File: src/rtl/axichannel_log_buffer.sv
// Buffers the logger's begin stream in a FWFT FIFO and counts end pulses, re-emitting both
// toward the merger with begin-before-end ordering. Optional stats: AXICHANNEL_LOG_BUFFER_STATS_EN.
module axichannel_log_buffer #(
    parameter int DATA_WIDTH = 32,
    parameter int DEPTH      = 64,
    parameter int PIPE_DEPTH = 4,
    parameter int CNT_WIDTH  = 16
) (
    input  logic                          clk,
    input  logic                          rst,
    input  logic                          logb_valid,
    input  logic [DATA_WIDTH-1:0]         logb_data,
    input  logic                          loge_valid,
    output logic                          logb_almful,
    output logic                          logb_almful_imme,
    output logic                          out_valid,
    input  logic                          out_ready,
    output logic [DATA_WIDTH-1:0]         out_data,
    output logic                          eout_valid,
    input  logic                          eout_ready,
    output logic                          err_overflow
`ifdef AXICHANNEL_LOG_BUFFER_STATS_EN
    ,
    output logic [31:0]                   stat_begins,
    output logic [31:0]                   stat_ends,
    output logic [$clog2(DEPTH):0]        stat_max_occ
`endif
);
    localparam int AW = $clog2(DEPTH);
    localparam int PW = AW + 1;
    localparam logic [PW-1:0] FULL_CNT  = PW'(DEPTH);
    localparam logic [PW-1:0] ALMFUL_TH = PW'(DEPTH - (2 * PIPE_DEPTH + 2));
    localparam logic [PW-1:0] IMME_TH   = PW'(DEPTH - (PIPE_DEPTH + 2));

    logic [DATA_WIDTH-1:0] r_ram [DEPTH];
    logic [PW-1:0]         r_wr_ptr, r_rd_ptr;
    logic                  r_out_valid;
    logic [DATA_WIDTH-1:0] r_out_data;
    logic                  r_almful, r_almful_imme, r_err;
    logic [CNT_WIDTH-1:0]  r_pend_e, r_emitted_gap;

    logic [PW-1:0]         w_count, w_count_next;
    logic [AW-1:0]         w_next_idx;
    logic                  w_full, w_pop, w_push, w_drop;
    logic                  w_nxt_out_valid;
    logic [DATA_WIDTH-1:0] w_nxt_out_data;
    logic                  w_eout_valid, w_eout_hs, w_end_lost, w_end_acc;

    // The output register always mirrors ram[rd_ptr], so count includes the word it holds.
    always_comb begin
        // NOTE: every always_comb output gets a default first so no path can infer a latch.
        w_count        = r_wr_ptr - r_rd_ptr;
        w_full         = (w_count == FULL_CNT);
        w_pop          = r_out_valid && out_ready;
        w_push         = logb_valid && (!w_full || w_pop);
        w_drop         = logb_valid && !w_push;
        w_count_next   = w_count + PW'(w_push) - PW'(w_pop);
        w_next_idx     = r_rd_ptr[AW-1:0] + AW'(1);
        w_nxt_out_valid = (w_count_next != '0);
        w_nxt_out_data = r_out_data;
        if (w_pop) begin
            if (w_count > PW'(1))
                w_nxt_out_data = r_ram[w_next_idx];
            else if (w_push)
                w_nxt_out_data = logb_data;
        end else if (!r_out_valid && w_push) begin
            w_nxt_out_data = logb_data;
        end

        w_eout_valid = (r_pend_e != '0) && (r_emitted_gap != '0);
        w_eout_hs    = w_eout_valid && eout_ready;
        w_end_lost   = loge_valid && (&r_pend_e) && !w_eout_hs;
        w_end_acc    = loge_valid && !w_end_lost;
    end

    // NOTE: the storage array has no reset; only pointers define which words are live.
    always_ff @(posedge clk) begin
        if (w_push)
            r_ram[r_wr_ptr[AW-1:0]] <= logb_data;
    end

    // NOTE: sequential state uses non-blocking assignments so all registers update together.
    always_ff @(posedge clk or posedge rst) begin
        if (rst) begin
            r_wr_ptr      <= '0;
            r_rd_ptr      <= '0;
            r_out_valid   <= 1'b0;
            r_out_data    <= '0;
            r_almful      <= 1'b0;
            r_almful_imme <= 1'b0;
            r_err         <= 1'b0;
            r_pend_e      <= '0;
            r_emitted_gap <= '0;
        end else begin
            if (w_push) r_wr_ptr <= r_wr_ptr + PW'(1);
            if (w_pop)  r_rd_ptr <= r_rd_ptr + PW'(1);
            r_out_valid   <= w_nxt_out_valid;
            r_out_data    <= w_nxt_out_data;
            r_almful      <= (w_count_next >= ALMFUL_TH);
            r_almful_imme <= (w_count_next >= IMME_TH);
            if (w_drop || w_end_lost) r_err <= 1'b1;
            case ({w_end_acc, w_eout_hs})
                2'b10:   r_pend_e <= r_pend_e + CNT_WIDTH'(1);
                2'b01:   r_pend_e <= r_pend_e - CNT_WIDTH'(1);
                default: r_pend_e <= r_pend_e;
            endcase
            case ({w_pop, w_eout_hs})
                2'b10:   r_emitted_gap <= r_emitted_gap + CNT_WIDTH'(1);
                2'b01:   r_emitted_gap <= r_emitted_gap - CNT_WIDTH'(1);
                default: r_emitted_gap <= r_emitted_gap;
            endcase
        end
    end

    assign out_valid        = r_out_valid;
    assign out_data         = r_out_data;
    assign eout_valid       = w_eout_valid;
    assign logb_almful      = r_almful;
    assign logb_almful_imme = r_almful_imme;
    assign err_overflow     = r_err;

`ifdef AXICHANNEL_LOG_BUFFER_STATS_EN
    logic [31:0] r_stat_begins, r_stat_ends;
    logic [PW-1:0] r_stat_max_occ;

    always_ff @(posedge clk or posedge rst) begin
        if (rst) begin
            r_stat_begins  <= '0;
            r_stat_ends    <= '0;
            r_stat_max_occ <= '0;
        end else begin
            if (w_push)    r_stat_begins <= r_stat_begins + 32'd1;
            if (w_end_acc) r_stat_ends   <= r_stat_ends + 32'd1;
            if (w_count_next > r_stat_max_occ) r_stat_max_occ <= w_count_next;
        end
    end

    assign stat_begins  = r_stat_begins;
    assign stat_ends    = r_stat_ends;
    assign stat_max_occ = r_stat_max_occ;
`endif
endmodule

File: config.mk
export PLATFORM = sky130hd
export DESIGN_NAME = axichannel_log_buffer
export DESIGN_NICKNAME = d
export VERILOG_FILES = /design/src/rtl/axichannel_log_buffer.sv
export SDC_FILE = /design/constraint.sdc
export NUM_CORES = 2
export LEC_CHECK = 0
export CELL_PAD_IN_SITES_DETAIL_PLACEMENT = 1
export CELL_PAD_IN_SITES_GLOBAL_PLACEMENT = 2
export CORE_UTILIZATION = 35
export DETAILED_ROUTE_END_ITERATION = 16
export HOLD_SLACK_MARGIN = 0.1
export PLACE_DENSITY = 0.63
export SYNTH_ARGS = -nofsm -noshare
export SYNTH_HDL_FRONTEND = slang
export SYNTH_SLANG_ARGS = --single-unit
File: constraint.sdc
create_clock -name clk -period 5.75 [get_ports clk]
set_clock_uncertainty 0.2 [all_clocks]
set_input_delay 1.15 -clock clk [delete_from_list [all_inputs] [get_ports clk]]
set_output_delay 1.15 -clock clk [all_outputs]
set_load 0.05 [all_outputs]
==> reports/metrics.csv <==
metric,value,unit
outcome,"complete, no violations",
reg-to-reg setup timing slack,0.66,ns
pre-CTS setup slack,0.484,ns
Detailed Route Iter0 Violations,4051,
Yosys Warn Count,0,
largest net degree at the start of global routing,103,
register area share after synthesis,0.761,
area grow syn2layout,15.5,%
via/cell ratio,5.44,
register area,0.0636,mm²
clock latency on the worst-skew pair,0.84,ns
FMAX,196,MHz
routed vias,42600,
Worst Hold Class,reg2reg,
placed cells,7423,
GPL Wtd Cong,0.792,
Die Ht,490,µm
vias in the first global route,44400,
min Tclk post-route,5.09,ns
layout cell share with drive strength beyond 1,0.237,
Fin Setup TNS,0,ns
Post-synth top cells,"edfxtp_1 (2048), nand2_1 (535), mux4_2 (512)",
DR DRC count,0,
Final Hold Fails,0,
final cell count without fillers,7833,
post-CTS setup buffer count,0,
final count of negative-setup-slack endpoints,0,
max-cap violation count,0,
Netlist cell types,63,
pwr/cell area,547,mW/mm²
fin crit share,0.886,
Post-Synthesis Cells,4236,
initial antenna violation count,14,
GR Util All Layers,0.199,
RSZ-0062 raised after global routing,no,
syn nets,4328,
Initial DRT Pass Iterations,5,
"FF+latch count, synth",2130,
global-route wire length before repair,341,mm
leakage,0.0305,µW
Synth area leader,edfxtp_1,
Synth Flop Type,edfxtp_1,
hold_buf cts,0,
# IOs,75,
Initial Util,0.353,
Setup WS post-layout,0.656,ns
Synth Cell Area,0.0835,mm²
measured slew at the worst slew-check pin,1.02,ns
Max Fanout on Critical Path,7,
TritonCTS buffer count,216,
number of synthesized flops with an enable pin,2048,
Worst EP required,6.25,ns
grt ovf,0,
post_cts resized,0,
Critical Path AT,5.60,ns
die area,0.241,mm²
"FFs w/ async S/R, synth",0.0385,
NumNets Final,4583,
CTS tree,yes,
clock tree sinks,2130,
CTS H-tree depth,4,
critical path class,reg2reg,
std cell rows,178,
syn_area_per_cell,19.7,µm²
clock tree buffer depth,3,
Worst slew margin,0.323,
Max VDD drop,598,µV
most frequent cell after synthesis,edfxtp_1,
Startpoint Class,flip-flop,
final instance area,0.0964,mm²
Fill cells,22500,
Clock Pin Slew Worst Setup and Hold Paths,0.06,ns
dpl hpwl,136,mm
Synth area leaders,"edfxtp_1 (74%), mux4_2 (14%), dfrtp_1 (2.5%)",
CTS root buffer,clkbuf_16,
die width,490,µm
area of the multi-input gates,0.0194,mm²
Detail Route Antenna Nets,0,
Area after DPL,0.0897,mm²
"Slew Viols, Final",0,
crit path capture type,flip-flop,
post-synth top area share,0.736,
area of the core,0.236,mm²
WL per Instance,30.7,µm
final wirelength,240,mm
Port Buffer Count,74,
## cells by family (layout without fill, tap and decap cells)
logic type,Yosys count,in the layout,share of synthesized area
DFF,2130,2130,0.761
and+or+nand+nor,1015,1015,0.0544
muxes,546,546,0.142
buffers and inverters,263,702,0.0131
AOI/OAI and AO/OA,179,179,0.0157
adders and majority gates,54,54,0.00845
xor gates and xnor gates,49,49,0.00523
other,0,8,0
## placed cells by master (no fill, tap or decap), types with 6 or more instances in the layout
cell type	synthesis	layout
xor2_1	16	15
nor3_1	14	14
clkbuf_16	0	219
dfrtp_1	82	81
a21oi_1	22	22
clkinv_1	1	61
xnor2_1	32	31
o21ai_0	30	30
o21ai_1	12	10
mux2i_1	34	34
clkbuf_1	143	55
diode_2	0	8
clkinvlp_4	0	6
mux4_2	512	512
nand4b_1	32	32
inv_1	33	32
nor4_1	8	8
clkinv_2	0	29
a21o_1	8	8
buf_4	0	140
nand2b_1	8	8
nor2_4	0	64
inv_6	0	7
o31ai_1	7	6
o2111ai_1	33	33
clkdlybuf4s50_1	0	42
bufinv_16	0	10
nand2_1	535	535
nand3_1	247	247
nor2_1	96	32
edfxtp_1	2048	2048
buf_12	0	51
a32oi_1	32	32
buf_2	59	32
nand4_1	42	42
ha_1	50	49
## layout make-up
cell class / count / area share
clock buffer: 278 / 0.0595
sequential: 2130 / 0.659
inverter: 35 / 0.00139
clock inverter: 124 / 0.0100
antenna: 8 / 0.000208
multi-input combinational: 1843 / 0.202
tap: 3150 / 0.0409
timing repair buffer: 265 / 0.0275
## path summary, 6_finish.rpt
path                                                     from                       endpoint  depth (start not counted)
worst min register to register  r_emitted_gap[15]$_DFFE_PP0P_  r_emitted_gap[15]$_DFFE_PP0P_                          1
max in group asynchronous                                 rst        out_data[6]$_DFFE_PP0P_                          3
worst max register to register        r_wr_ptr[0]$_DFFE_PP0P_          logb_almful$_DFF_PP0_                         22
worst min-delay path            r_emitted_gap[15]$_DFFE_PP0P_  r_emitted_gap[15]$_DFFE_PP0P_                          1
worst max-delay path                  r_wr_ptr[0]$_DFFE_PP0P_          logb_almful$_DFF_PP0_                         22
min in group asynchronous                                 rst        r_pend_e[1]$_DFFE_PP0P_                          2
## metal layers
metal  GRT usage  share of wire
met1       0.275           0.43
met2       0.328           0.49
met3      0.0317          0.055
met4      0.0467          0.021
met5           0              0
## state kept, by name, indices dropped and copies added, names as in the netlist
| register | cells |
|---|---|
| r_ram | 2048 |
| out_data | 32 |
| r_emitted_gap | 16 |
| r_pend_e | 16 |
| r_rd_ptr | 7 |
| r_wr_ptr | 7 |
| err_overflow | 1 |
| logb_almful | 1 |
| logb_almful_imme | 1 |
| out_valid | 1 |
## through the flow
step                total power, µW  utilization  hold slack (ns)
finish                        52700        0.408            0.310
floorplan                     31400            -            0.243
CTS                           53400        0.408            0.315
global route                  55000        0.408            0.339
global placement              39700        0.380            0.294
detailed placement            39800        0.380            0.294
## report_power, final
group	switching, µW	internal, µW
combinational	13100	7720
sequential	538	17800
clock	6040	7500
## worst max-delay path: stages (launching register included)
cell	delay, ns
dfrtp_1	0.46
inv_1	0.18
ha_1	0.17
inv_1	0.06
fa_1	0.41
a21o_1	0.19
a21oi_2	0.21
xnor2_1	0.26
ha_1	0.22
and3_1	0.18
nand3_1	0.14
or2_1	0.31
nand2_1	0.11
o21ai_0	0.17
ha_1	0.29
fa_1	0.46
a21oi_1	0.17
o21bai_1	0.11
a21oi_1	0.17
nor2_1	0.05
nor2_1	0.11
xnor2_1	0.19
o21ai_0	0.14
Note: power is estimated with default switching activity, not from simulation.
